$ cat src/rtl/alu_pkg.sv
// Shared ALU definitions: divider FSM encoding, iteration count and result bundle.
package alu_pkg;
  localparam int          DW            = 32;
  localparam logic [1:0]  S_IDLE        = 2'b00;
  localparam logic [1:0]  S_RUN         = 2'b01;
  localparam logic [1:0]  S_DONE        = 2'b10;
  localparam int          DIV_ITER      = 32;
  localparam logic [31:0] DIV0_QUOTIENT = 32'hFFFF_FFFF;

  typedef struct packed {
    logic [DW-1:0] quotient;
    logic [DW-1:0] remainder;
    logic          div_by_zero;
  } div_res_t;
endpackage

$ cat src/rtl/fastSubtractor.sv
// Shared combinational 32-bit subtractor: s = a - b, c = 1 when no borrow.
module fastSubtractor
  import alu_pkg::*;
(
  input  logic [DW-1:0] a,
  input  logic [DW-1:0] b,
  output logic [DW-1:0] s,
  output logic          c,
  output logic          ov
);
  assign {c, s} = {1'b0, a} + {1'b0, ~b} + {{DW{1'b0}}, 1'b1};
  // Signed overflow: operands differ in sign and the result sign flips from a.
  assign ov = (a[DW-1] ^ b[DW-1]) & (s[DW-1] ^ a[DW-1]);
endmodule

$ cat src/rtl/seq_divider_ctrl.sv
// Multi-cycle unsigned 32-bit restoring divider, one trial subtraction per clock
// through the shared fastSubtractor; start/done handshake with held results.
module seq_divider_ctrl
  import alu_pkg::*;
(
  input  logic          clk,
  input  logic          rst,
  input  logic          start,
  input  logic [DW-1:0] dividend,
  input  logic [DW-1:0] divisor,
  output logic          ready,
  output logic          busy,
  output logic          done,
  output logic [DW-1:0] quotient,
  output logic [DW-1:0] remainder,
  output logic          div_by_zero
);
  localparam logic [4:0] CNT_LAST = 5'(DIV_ITER - 1);

  logic [1:0]    state;
  logic [4:0]    cnt;
  logic [DW-1:0] q_r, r_r, d_r;
  div_res_t      res;

  logic [DW-1:0] shifted, sub_s, r_nxt, q_nxt;
  logic          sub_c, sub_ov_unused, q_bit;

  assign shifted = {r_r[DW-2:0], q_r[DW-1]};

  fastSubtractor u_sub (
    .a  (shifted),
    .b  (d_r),
    .s  (sub_s),
    .c  (sub_c),
    .ov (sub_ov_unused)
  );

  // R[31] set means the true 33-bit shifted value already exceeds D,
  // and the low 32 bits of the difference are still the right remainder.
  assign q_bit = r_r[DW-1] | sub_c;
  assign r_nxt = q_bit ? sub_s : shifted;
  assign q_nxt = {q_r[DW-2:0], q_bit};

  always_ff @(posedge clk or posedge rst) begin
    if (rst) begin
      state <= S_IDLE;
      cnt   <= '0;
      q_r   <= '0;
      r_r   <= '0;
      d_r   <= '0;
      res   <= '0;
    end else begin
      case (state)
        S_IDLE: if (start) begin
          q_r <= dividend;
          r_r <= '0;
          d_r <= divisor;
          cnt <= '0;
          if (divisor == '0) begin
            state <= S_DONE;
            res   <= '{quotient: DIV0_QUOTIENT, remainder: dividend, div_by_zero: 1'b1};
          end else begin
            state <= S_RUN;
          end
        end
        S_RUN: begin
          r_r <= r_nxt;
          q_r <= q_nxt;
          cnt <= cnt + 5'd1;  // wraps to 0 on the last iteration
          if (cnt == CNT_LAST) begin
            state <= S_DONE;
            res   <= '{quotient: q_nxt, remainder: r_nxt, div_by_zero: 1'b0};
          end
        end
        S_DONE:  state <= S_IDLE;
        default: state <= S_IDLE;
      endcase
    end
  end

  assign ready       = (state == S_IDLE);
  assign busy        = (state == S_RUN);
  assign done        = (state == S_DONE);
  assign quotient    = res.quotient;
  assign remainder   = res.remainder;
  assign div_by_zero = res.div_by_zero;
endmodule

$ cat config.mk
export PLATFORM = sky130hd
export DESIGN_NAME = seq_divider_ctrl
export DESIGN_NICKNAME = d
export VERILOG_FILES = /design/src/rtl/alu_pkg.sv /design/src/rtl/fastSubtractor.sv /design/src/rtl/seq_divider_ctrl.sv
export SDC_FILE = /design/constraint.sdc
export NUM_CORES = 1
export LEC_CHECK = 0
export ABC_AREA = 1
export BUFFER_PORTS_ARGS = -buffer_cell sky130_fd_sc_hd__buf_2
export CORE_UTILIZATION = 63
export DETAILED_ROUTE_END_ITERATION = 10
export PLACE_DENSITY = 0.86
export SYNTH_ARGS = -nofsm -noshare
export SYNTH_HDL_FRONTEND = slang
export SYNTH_SLANG_ARGS = --single-unit
$ cat constraint.sdc
create_clock -name clk -period 13.02 [get_ports clk]
set_input_delay 1.302 -clock clk [delete_from_list [all_inputs] [get_ports clk]]
set_output_delay 1.302 -clock clk [all_outputs]
set_load 0.02 [all_outputs]
After elaboration in Yosys (flattened, before gate mapping)
Cells that the tools add are included. W data, S select, Z words.

Bitwise logic cells: 2. Reduce and logical (&&, ||, !) cells: 7. Equality and inequality tests: 6. Multiplexer cells: 15. $add $sub $neg: 3.

Operators with widths (count): $mux W65 (3); $pmux W65 S2 (1); $pmux W32 S2 (2); $mux W32 (3); $add A32 B32 Y33 (1); $add A33 B1 Y33 const B (1); $logic_not A32 Y1 (1); $not A32 Y32 (1); $pmux W5 S2 (1); $mux W2 (3); $reduce_and A2 Y1 (3); $add A5 B1 Y5 const B (1); $eq A5 B5 Y1 const B (1); $mux W5 (1); $ne A2 B1 Y1 const B (2); $pmux W2 S2 (1); $reduce_and A4 Y1 (1); $eq A2 B1 Y1 const B (1); $eq A2 B2 Y1 const B (1); $logic_not A2 Y1 (1); $ne A2 B2 Y1 const B (1); $reduce_bool A2 Y1 (1); $or A1 B1 Y1 (1).

Bits of input ports: 67. Flip-flop bits (word level): 168. Word-level logic and storage cells: 41. Output and inout bits: 68.

Logic depth before layout (Yosys ltp)
Gate-level depths: netlist (run 1).

Word-level depth: 7. Depth in mapped cells: 19. Depth with buffers taken out: 18.

Cells and area by module
From an unflattened synthesis (run 1), not the netlist that was laid out.

Cells, all modules: 1367. Area total of the unflattened synthesis: 9984.6 um^2.

By module, submodules not included: seq_divider_ctrl (times used 1, seq. area each 4204.0 um^2, area each 7594.8 um^2, cells each 903); fastSubtractor (times used 1, seq. area each 0.0 um^2, area each 2389.8 um^2, cells each 464).

Least setup slack after synthesis (run 1)
No wires, ideal clock.

Kind: reg-to-output. Start point: register state[1]. End point: output busy. Path buffers: 2. Cell stages (with the launch flop): 4. Slack: 10462 ps. Data required time: 11718 ps. Arrival time: 1256 ps. Cell sequence: dfrtp_1 > nor2_1 > clkbuf_1 > clkbuf_1.

Word-level cells in the longest chain between the ends: 1.

RTL lines: start: declaration (RTL line seq_divider_ctrl.sv:20) `logic [1:0] state;`; start signal: assignment (RTL line seq_divider_ctrl.sv:46) `state <= S_IDLE;`; start signal: assignment (RTL line seq_divider_ctrl.sv:60) `state <= S_DONE;`; start signal: assignment (RTL line seq_divider_ctrl.sv:63) `state <= S_RUN;`; $eq A2 B1 Y1 (RTL line seq_divider_ctrl.sv:82) `assign busy = (state == S_RUN);`; end: declaration (RTL line seq_divider_ctrl.sv:12) `output logic busy,`.

No other way between the ends.

Worst setup path after layout (run 1)
Start point: input start. End point: register q_r[0].

Word-level cells in the longest chain between the ends: 2.

RTL lines: start: declaration (RTL line seq_divider_ctrl.sv:8) `input logic start,`; $ne A2 B2 Y1 (no line); $reduce_and A2 Y1 (no line); end signal: assignment (RTL line seq_divider_ctrl.sv:55) `q_r <= dividend;`; end signal: assignment (RTL line seq_divider_ctrl.sv:68) `q_r <= q_nxt;`; end: declaration (RTL line seq_divider_ctrl.sv:22) `logic [DW-1:0] q_r, r_r, d_r;`.

No other way between the ends. A chain may end at the register's enable or synchronous reset.

==> results of run 1 <==
worst reg2reg max path, cell delays in order, from the launching register on:
cell and delay [ps]:
dfrtp_1 390, nor2_1 90, nand2_2 70, buf_4 660, inv_1 210, nor2_4 560, buf_4 520, inv_1 160
o21ai_1 110, nand2_1 60
area by class of cell:
| class | instances | area [um^2] | share of cell area (%) |
|---|---|---|---|
| flip-flops and latches | 168 | 4200 | 36.4 |
| repair buffers | 140 | 716 | 6.19 |
| clock buffers | 17 | 425 | 3.68 |
| clock inverters | 15 | 160 | 1.39 |
| inverters | 272 | 1030 | 8.88 |
| multi-input cells | 939 | 4750 | 41.1 |
| well taps | 216 | 270 | 2.34 |
state kept, by name (all words and copies together), names as in the netlist:
register / flops
state: 2
remainder: 32
d_r: 32
cnt: 5
q_r: 32
quotient: 32
r_r: 32
div_by_zero: 1
placed cells by master, fill, tap and decap left out, types with 6 or more instances in the layout:
cell type / n
o22ai_1: 32
nor2_1: 83
buf_2: 134
xor2_1: 12
nand3b_1: 6
a21oi_1: 78
nand3_1: 115
ha_1: 34
clkbuf_16: 17
or2_1: 12
nand2_1: 401
inv_1: 267
nand3_2: 10
nor3_1: 6
buf_4: 6
dfrtp_1: 168
nand4_1: 17
nand2_4: 14
or2_2: 18
o21ai_0: 68
per-stage QoR:
step / hold WS (ps) / std cells / cell area [um^2] / worst slack, ps
after floorplan: 453 / 1427 / 10200 / 7170
after global placement: 461 / 1735 / 11000 / 9240
after detailed placement: 467 / 1735 / 11000 / 9200
after CTS: 484 / 1767 / 11600 / 9590
after global routing: 502 / 1767 / 11600 / 9410
final: 482 / 1767 / 11600 / 9600
cells by family after synthesis:
group / after synthesis / synth area share, %
buffers and inverters: 320 / 12.1
and+or+nand+nor: 702 / 31.1
AOI/OAI and AO/OA: 188 / 9.88
xor gates and xnor gates: 14 / 1.20
adders and majority gates: 35 / 4.38
DFF: 168 / 41.3
final timing paths:
| path | start | end | cells past startpoint |
|---|---|---|---|
| max | start | q_r[0]$_DFFE_PP0P_ | 9 |
| min | quotient[4]$_DFFE_PP0P_ | quotient[4]$_DFFE_PP0P_ | 2 |
| max reg2reg | state[1]$_DFFE_PP0P_ | q_r[0]$_DFFE_PP0P_ | 9 |
| min reg2reg | quotient[4]$_DFFE_PP0P_ | quotient[4]$_DFFE_PP0P_ | 2 |
| max in group asynchronous | rst | d_r[29]$_DFFE_PP0P_ | 3 |
| min in group asynchronous | rst | quotient[2]$_DFFE_PP0P_ | 2 |
layer usage:
metal  GRT usage (%)  vias up  share of wire, %
met5               0        -                 0
met4            10.8        0               2.3
met3            5.95       47               8.1
met2            49.8      427                45
met1            45.9     4389                45
li1                -     4684                 -
==> impl_metrics.json, run 1 <==
{
  "port_buffers": 134,
  "cts_tree": "done",
  "ctsHtreeMaxLevel": 4,
  "final_util_pct": 73.0,
  "fin_nets": 1640,
  "max_slew.worst_pin.slew_ps": 1020,
  "globalRouteTotalUtil_pct": 32.3,
  "synth_top_area_share_pct": 41.3,
  "maxCapViolations": 0,
  "yosys.area.top_type": "dfrtp_1",
  "vias": 9547,
  "hold_buffers": 0,
  "crit_path_end_kind": "flop",
  "fin_skew_ps": 7.72,
  "n_fill_cell": 1247,
  "io_pins": 135,
  "dieArea_mm2": 0.0167,
  "period_needed_ps": 3420,
  "drive_gt1_share_pct": 15.2,
  "reg2reg_setup_slack_ps": 10090,
  "synth_cell_types": 38,
  "area_growth_pct": 13.5,
  "cts_resized": 0,
  "die_width_um": 129,
  "antenna_left": 0,
  "finalMaxSlewViolations": 0,
  "drt_iter0_drc": 925,
  "syn_inst": 1427,
  "antenna_found_initial": 0,
  "async_flop_share_pct": 100,
  "cts_buffer_depth": 2,
  "synth_edf_count": 0,
  "synth_seq_cells": 168,
  "synth_warnings": 0,
  "place.gp.congestion": 0.930,
  "drtPass1Iterations": 5,
  "setup_violations": 0,
  "status": "finished, final reports clean",
  "grt_max_degree": 99,
  "detail_route.wl_per_cell_um": 14.7,
  "cp_slowest_cell": "buf_4",
  "clk_pin_slew_ps": 70,
  "ys.flop_type": "dfrtp_1",
  "cts_root_buf": "clkbuf_16",
  "crit_buf_inv": 5,
  "syn_area_mm2": 0.0102,
  "first_global_vias": 8556,
  "wl_mm": 26.0,
  "numCtsBuffers": 17,
  "start_kind": "input port",
  "core.rowCount": 46,
  "core_mm2": 0.0158,
  "grt_overflow": 0,
  "critPathKind": "input port to flop",
  "synth_nets": 1529,
  "synth_common_cells": "403 x nand2_1, 268 x inv_1, 168 x dfrtp_1",
  "grt_pass1_wl_mm": 41.6,
  "crit_chain": "buf_2 -> nand2_2 -> buf_4 -> inv_1 -> nor2_4 -> buf_4 -> inv_1 -> o21ai_1 -> nand2_1",
  "rsz0062_at_grt": "false",
  "crit_fanout": 96,
  "cp.required_ps": 13350,
  "cpLargestDelayFamily": "buffers and inverters",
  "fmax_mhz": 293,
  "clk-insertion-delay-late_ps": 440,
  "max_stage_delay_ps": 660,
  "antenna_cells": 0,
  "finalCritPeriodShare_pct": 26.2,
  "syn_avg_cell_area_um2": 7.13,
  "hold_viol_final": 0,
  "cts_num_sinks": 168,
  "setup-tns-final_ps": 0,
  "postCtsSetupRepairBufs": 0,
  "synth_most_common_cell": "nand2_1",
  "initial_core_util_pct": 64.3,
  "synth.area.top_cells": "dfrtp_1 41%, nand2_1 15%, inv_1 9.9%, nand3_1 5.7%, ha_1 4.2%",
  "hold_class": "flop to flop",
  "crit_arrival_ps": 3740,
  "drc": 0,
  "slew_headroom_pct": 31.9,
  "ys_seq_area_share_pct": 41.3,
  "dp_hpwl_mm": 18.6,
  "vias_per_cell": 5.40,
  "die_h_um": 129
}
Power of run 1 is left out: the tool's default activity adds up to more than one toggle a clock period on the data nets, which glitch-free logic cannot reach.
==> run 2, diff against run 1 <==
- CORE_UTILIZATION: 63 -> 59
- PLACE_DENSITY: 0.86 -> 0.81
- clock period: 13.02 -> 3.45 ns (I/O delays scaled with it)
==> impl_metrics.json, run 2 (synthesized netlist as in run 1, its figures left out) <==
{
  "status": "finished, final reports clean",
  "reg2reg_from": "q_r[31]$_DFFE_PP0P_",
  "r2r_end": "remainder[31]$_DFFE_PP0P_",
  "antenna_cells": 0,
  "cp.required_ps": 3820,
  "final_cell_mix": "401 x nand2_1, 267 x inv_1, 168 x dfrtp_1, 134 x buf_2, 115 x nand3_1",
  "hold_buffers": 0,
  "wl_mm": 26.4,
  "critPathKind": "flop to flop",
  "place.gp.congestion": 1.04,
  "setup_violations": 0,
  "crit_arrival_ps": 3120,
  "start_kind": "flop",
  "met1Wirelength_mm": 12.0,
  "drt_iter0_drc": 831,
  "maxCapViolations": 0,
  "final_common_cell": "nand2_1",
  "antenna_found_initial": 1,
  "slew_headroom_pct": 41.0,
  "crit_fanout": 16,
  "drc": 0,
  "cts_resized": 0,
  "drtPass1Iterations": 6,
  "postCtsSetupRepairBufs": 0,
  "grt_pass1_wl_mm": 43.5,
  "cts_root_buf": "clkbuf_16",
  "cts_buffer_depth": 2,
  "cts_tree": "done",
  "core.rowCount": 47,
  "hold_viol_final": 0,
  "fin_ws_ps": 694,
  "wl_met3_mm": 2.06,
  "met2_length_mm": 11.5,
  "postPlaceCellArea_mm2": 0.0110,
  "vias_per_cell": 5.36,
  "max_slew.worst_pin.slew_ps": 886,
  "dp_hpwl_mm": 19.6,
  "numCtsBuffers": 17,
  "antenna_left": 0,
  "crit_path_end_kind": "flop",
  "io_pins": 135,
  "highest_layer": "met4",
  "finalMaxSlewViolations": 0,
  "core_mm2": 0.0167,
  "die_width_um": 133,
  "reg2reg_setup_slack_ps": 690,
  "dp_slack_ps": 744,
  "period_needed_ps": 2760,
  "area_growth_pct": 14.3,
  "cts_num_sinks": 168,
  "register_area_mm2": 0.00420,
  "fin_nets": 1642,
  "first_global_vias": 8860,
  "ctsHtreeMaxLevel": 4,
  "initial_core_util_pct": 60.9,
  "fmax_mhz": 363,
  "rsz0062_at_grt": "false",
  "detail_route.wl_per_cell_um": 14.9,
  "grt_max_degree": 95,
  "clk-insertion-delay-late_ps": 430,
  "multiInputGateArea_mm2": 0.00475,
  "port_buffers": 134,
  "finalCritPeriodShare_pct": 79.9,
  "clk_pin_slew_ps": 70,
  "fin_skew_ps": 9.79,
  "grt_overflow": 0,
  "n_fill_cell": 1416,
  "hold_class": "input port to asynchronous set/reset pin",
  "drive_gt1_share_pct": 15.2,
  "dieArea_mm2": 0.0178,
  "r2r_cells": 18,
  "globalRouteTotalUtil_pct": 31.2,
  "die_h_um": 133,
  "setup-tns-final_ps": 0,
  "finalInstanceArea_mm2": 0.0116,
  "vias": 9493
}
## run 2: cell count changes in the layout (fill, tap and decap cells not counted)
cell	change
clkinvlp_4	+3
buf_12	+2
inv_8	-1
inv_6	-1
bufinv_16	+3
clkbuf_8	+1
clkinv_4	-2
clkinv_2	-1
clkinv_8	-3
## run 2: final cells by class
cell class                 instances  share of cell area (%)
multi-input combinational        939                    40.9
sequential                       168                    36.1
inverter                         272                    8.81
timing repair buffer             142                    6.49
clock buffer                      18                    3.77
tap                              220                    2.37
clock inverter                    13                    1.57
## run 2: per-stage QoR
| stage | std cells | util (%) | hold slack [ps] |
|---|---|---|---|
| after floorplan | 1427 | - | 453 |
| after global placement | 1741 | 66.0 | 460 |
| after detailed placement | 1741 | 66.0 | 469 |
| after CTS | 1772 | 69.7 | 40.4 |
| after global routing | 1772 | 69.7 | 79.9 |
| final | 1772 | 69.7 | 22.9 |
## run 2: metal layers
metal	up-vias	track usage [%]
met5	-	0
met4	0	11.8
met3	57	4.64
met2	404	47.3
met1	4353	45.3
li1	4679	-
## run 2: worst max path at each step
stage	from	to	depth (start not counted)
floorplan	rst	cnt[0]$_DFFE_PP0P_	1
global placement	q_r[31]$_DFFE_PP0P_	remainder[26]$_DFFE_PP0P_	18
detailed placement	q_r[31]$_DFFE_PP0P_	remainder[31]$_DFFE_PP0P_	18
CTS	q_r[31]$_DFFE_PP0P_	remainder[31]$_DFFE_PP0P_	18
global route	q_r[31]$_DFFE_PP0P_	remainder[31]$_DFFE_PP0P_	18
finish	q_r[31]$_DFFE_PP0P_	remainder[31]$_DFFE_PP0P_	18
## run 2: critical path: stages, from the launching register on
cell and delay [ps]:
dfrtp_1 360, inv_1 70, ha_1 220, fa_1 400, inv_1 100, nand2_1 60, nand2_1 80, nand3_1 90
nand2_2 120, nand2_2 70, nand2_4 80, nand2_4 60, nand2_4 60, nand2_4 140, nor2_8 390, nand2_1 150
nand3_1 120, nand2_1 70, inv_1 50
Power of run 2 is left out for the same reason.
==> run 3, diff against run 2 <==
- CORE_UTILIZATION: 59 -> 53
- PLACE_DENSITY: 0.81 -> 0.77
- clock period: 3.45 -> 2.4 ns (I/O delays scaled with it)
==> impl_metrics.json, run 3 (synthesized netlist as in run 1, its figures left out) <==
{
  "status": "finished, final reports clean",
  "fin_skew_ps": 9.15,
  "antenna_found_initial": 0,
  "grt_max_degree": 141,
  "holdPathStages": 3,
  "area_growth_pct": 18.9,
  "drtPass1Iterations": 5,
  "met2_length_mm": 12.5,
  "crit_fanout": 6,
  "r2r_end": "remainder[30]$_DFFE_PP0P_",
  "ctsHtreeMaxLevel": 4,
  "antenna_left": 0,
  "holdPathEnd": "d_r[18]$_DFFE_PP0P_",
  "hold_viol_final": 0,
  "slew_headroom_pct": 40.9,
  "start_kind": "flop",
  "wl_mm": 27.5,
  "dieArea_mm2": 0.0198,
  "hp-start": "divisor[18]",
  "die_h_um": 141,
  "detail_route.wl_per_cell_um": 15.2,
  "met1Wirelength_mm": 12.8,
  "reg2reg_from": "d_r[0]$_DFFE_PP0P_",
  "maxCapViolations": 0,
  "wl_met3_mm": 1.76,
  "place.gp.congestion": 0.965,
  "core.rowCount": 50,
  "dp_hpwl_mm": 19.8,
  "fin_nets": 1668,
  "first_global_vias": 8813,
  "crit_path_end_kind": "flop",
  "finalMaxSlewViolations": 0,
  "cts_root_buf": "clkbuf_16",
  "die_width_um": 141,
  "clk-insertion-delay-late_ps": 440,
  "setup-tns-final_ps": 0,
  "drive_gt1_share_pct": 19.1,
  "n_fill_cell": 1649,
  "vias_per_cell": 5.30,
  "cts_tree": "done",
  "reg2reg_setup_slack_ps": 40,
  "period_needed_ps": 2360,
  "grt_overflow": 0,
  "numCtsBuffers": 17,
  "grt_pass1_wl_mm": 43.7,
  "initial_core_util_pct": 54.2,
  "max_slew.worst_pin.slew_ps": 887,
  "final_cell_mix": "391 x nand2_1, 265 x inv_1, 168 x dfrtp_1, 134 x buf_2, 110 x nand3_1",
  "highest_layer": "met4",
  "drt_iter0_drc": 703,
  "setup_violations": 0,
  "drc": 0,
  "crit_arrival_ps": 2730,
  "cts_buffer_depth": 2,
  "hold_class": "input port to flop",
  "finalCritPeriodShare_pct": 98.4,
  "cp.required_ps": 2770,
  "vias": 9609,
  "core_mm2": 0.0188,
  "cts_num_sinks": 168,
  "clk_pin_slew_ps": 70,
  "io_pins": 135,
  "r2r_cells": 18,
  "rsz0062_at_grt": "true",
  "port_buffers": 134,
  "globalRouteTotalUtil_pct": 28.0,
  "critPathKind": "flop to flop",
  "final_common_cell": "nand2_1",
  "antenna_cells": 0,
  "fmax_mhz": 424
}
[run 3: cell types whose count changed in the layout (fill, tap and decap cells not counted), moves of 4 or more]
cell / delta
buf_4: +18
ha_1: -17
ha_4: +11
nand2_1: -10
nand2_2: +10
ha_2: +6
nand3_1: -5
nand3_2: +4
[run 3: worst max-delay path by stage]
stage | startpoint | end | slack (ps) | depth (start not counted)
2_1_floorplan | rst | cnt[0]$_DFFE_PP0P_ | 20 | 1
3_3_place_gp | q_r[31]$_DFFE_PP0P_ | remainder[23]$_DFFE_PP0P_ | 90 | 18
3_5_place_dp | q_r[31]$_DFFE_PP0P_ | remainder[19]$_DFFE_PP0P_ | 10 | 18
4_1_cts | q_r[31]$_DFFE_PP0P_ | remainder[22]$_DFFE_PP0P_ | 40 | 19
5_1_grt | q_r[31]$_DFFE_PP0P_ | remainder[30]$_DFFE_PP0P_ | -100 | 19
6_report | d_r[0]$_DFFE_PP0P_ | remainder[30]$_DFFE_PP0P_ | 40 | 18
[run 3: final cells by class]
cell class | instances | area (um^2) | share of cell area, %
Multi-Input combinational cell | 941 | 5030 | 41.6
Sequential cell | 168 | 4200 | 34.7
Inverter | 272 | 1020 | 8.47
Timing Repair Buffer | 166 | 980 | 8.10
Clock buffer | 18 | 429 | 3.55
Tap cell | 234 | 293 | 2.42
Clock inverter | 14 | 139 | 1.15
[run 3: metal layers]
| metal | up-vias | track usage [%] |
|---|---|---|
| li1 | 4733 | - |
| met1 | 4495 | 40.5 |
| met2 | 341 | 44.0 |
| met3 | 40 | 4.18 |
| met4 | 0 | 7.32 |
| met5 | - | 0 |
[run 3: timing repair]
action | 4_1_cts | 5_1_grt
setup buffers | 0 | 8
gates resized for setup | 2 | 51
cloned | 0 | 3
pin swaps | 0 | 15
hold buffers | 1 | 0
endpoints found under the setup margin | 7 | 46
endpoints found under the hold margin | 28 | 0
[run 3: through the flow]
stage	instances	hold WS (ps)	util, %	area (um^2)	setup WS, ps
3_3_place_gp	1769	370	59.4	11100	94.1
5_1_grt	1813	80.6	64.5	12100	-99.9
2_1_floorplan	1427	379	-	10200	19.3
3_5_place_dp	1769	377	59.4	11100	10.2
4_1_cts	1802	70.7	62.5	11700	37.9
6_report	1813	72.5	64.5	12100	39.0
[run 3: worst max-delay path, stage by stage, from the launching register on]
cell and delay (ps):
dfrtp_1 420, ha_4 190, fa_2 400, inv_2 80, nand2_2 50, nand2_2 70, nand3_2 60, nand2_2 90
nand2_2 80, nand2_4 90, nand2_4 70, nand2_4 70, nand2_4 70, nor2_8 160, buf_6 140, nand2_2 60
nand3_2 60, nand2_1 70, inv_1 70
Power of run 3 is left out for the same reason.
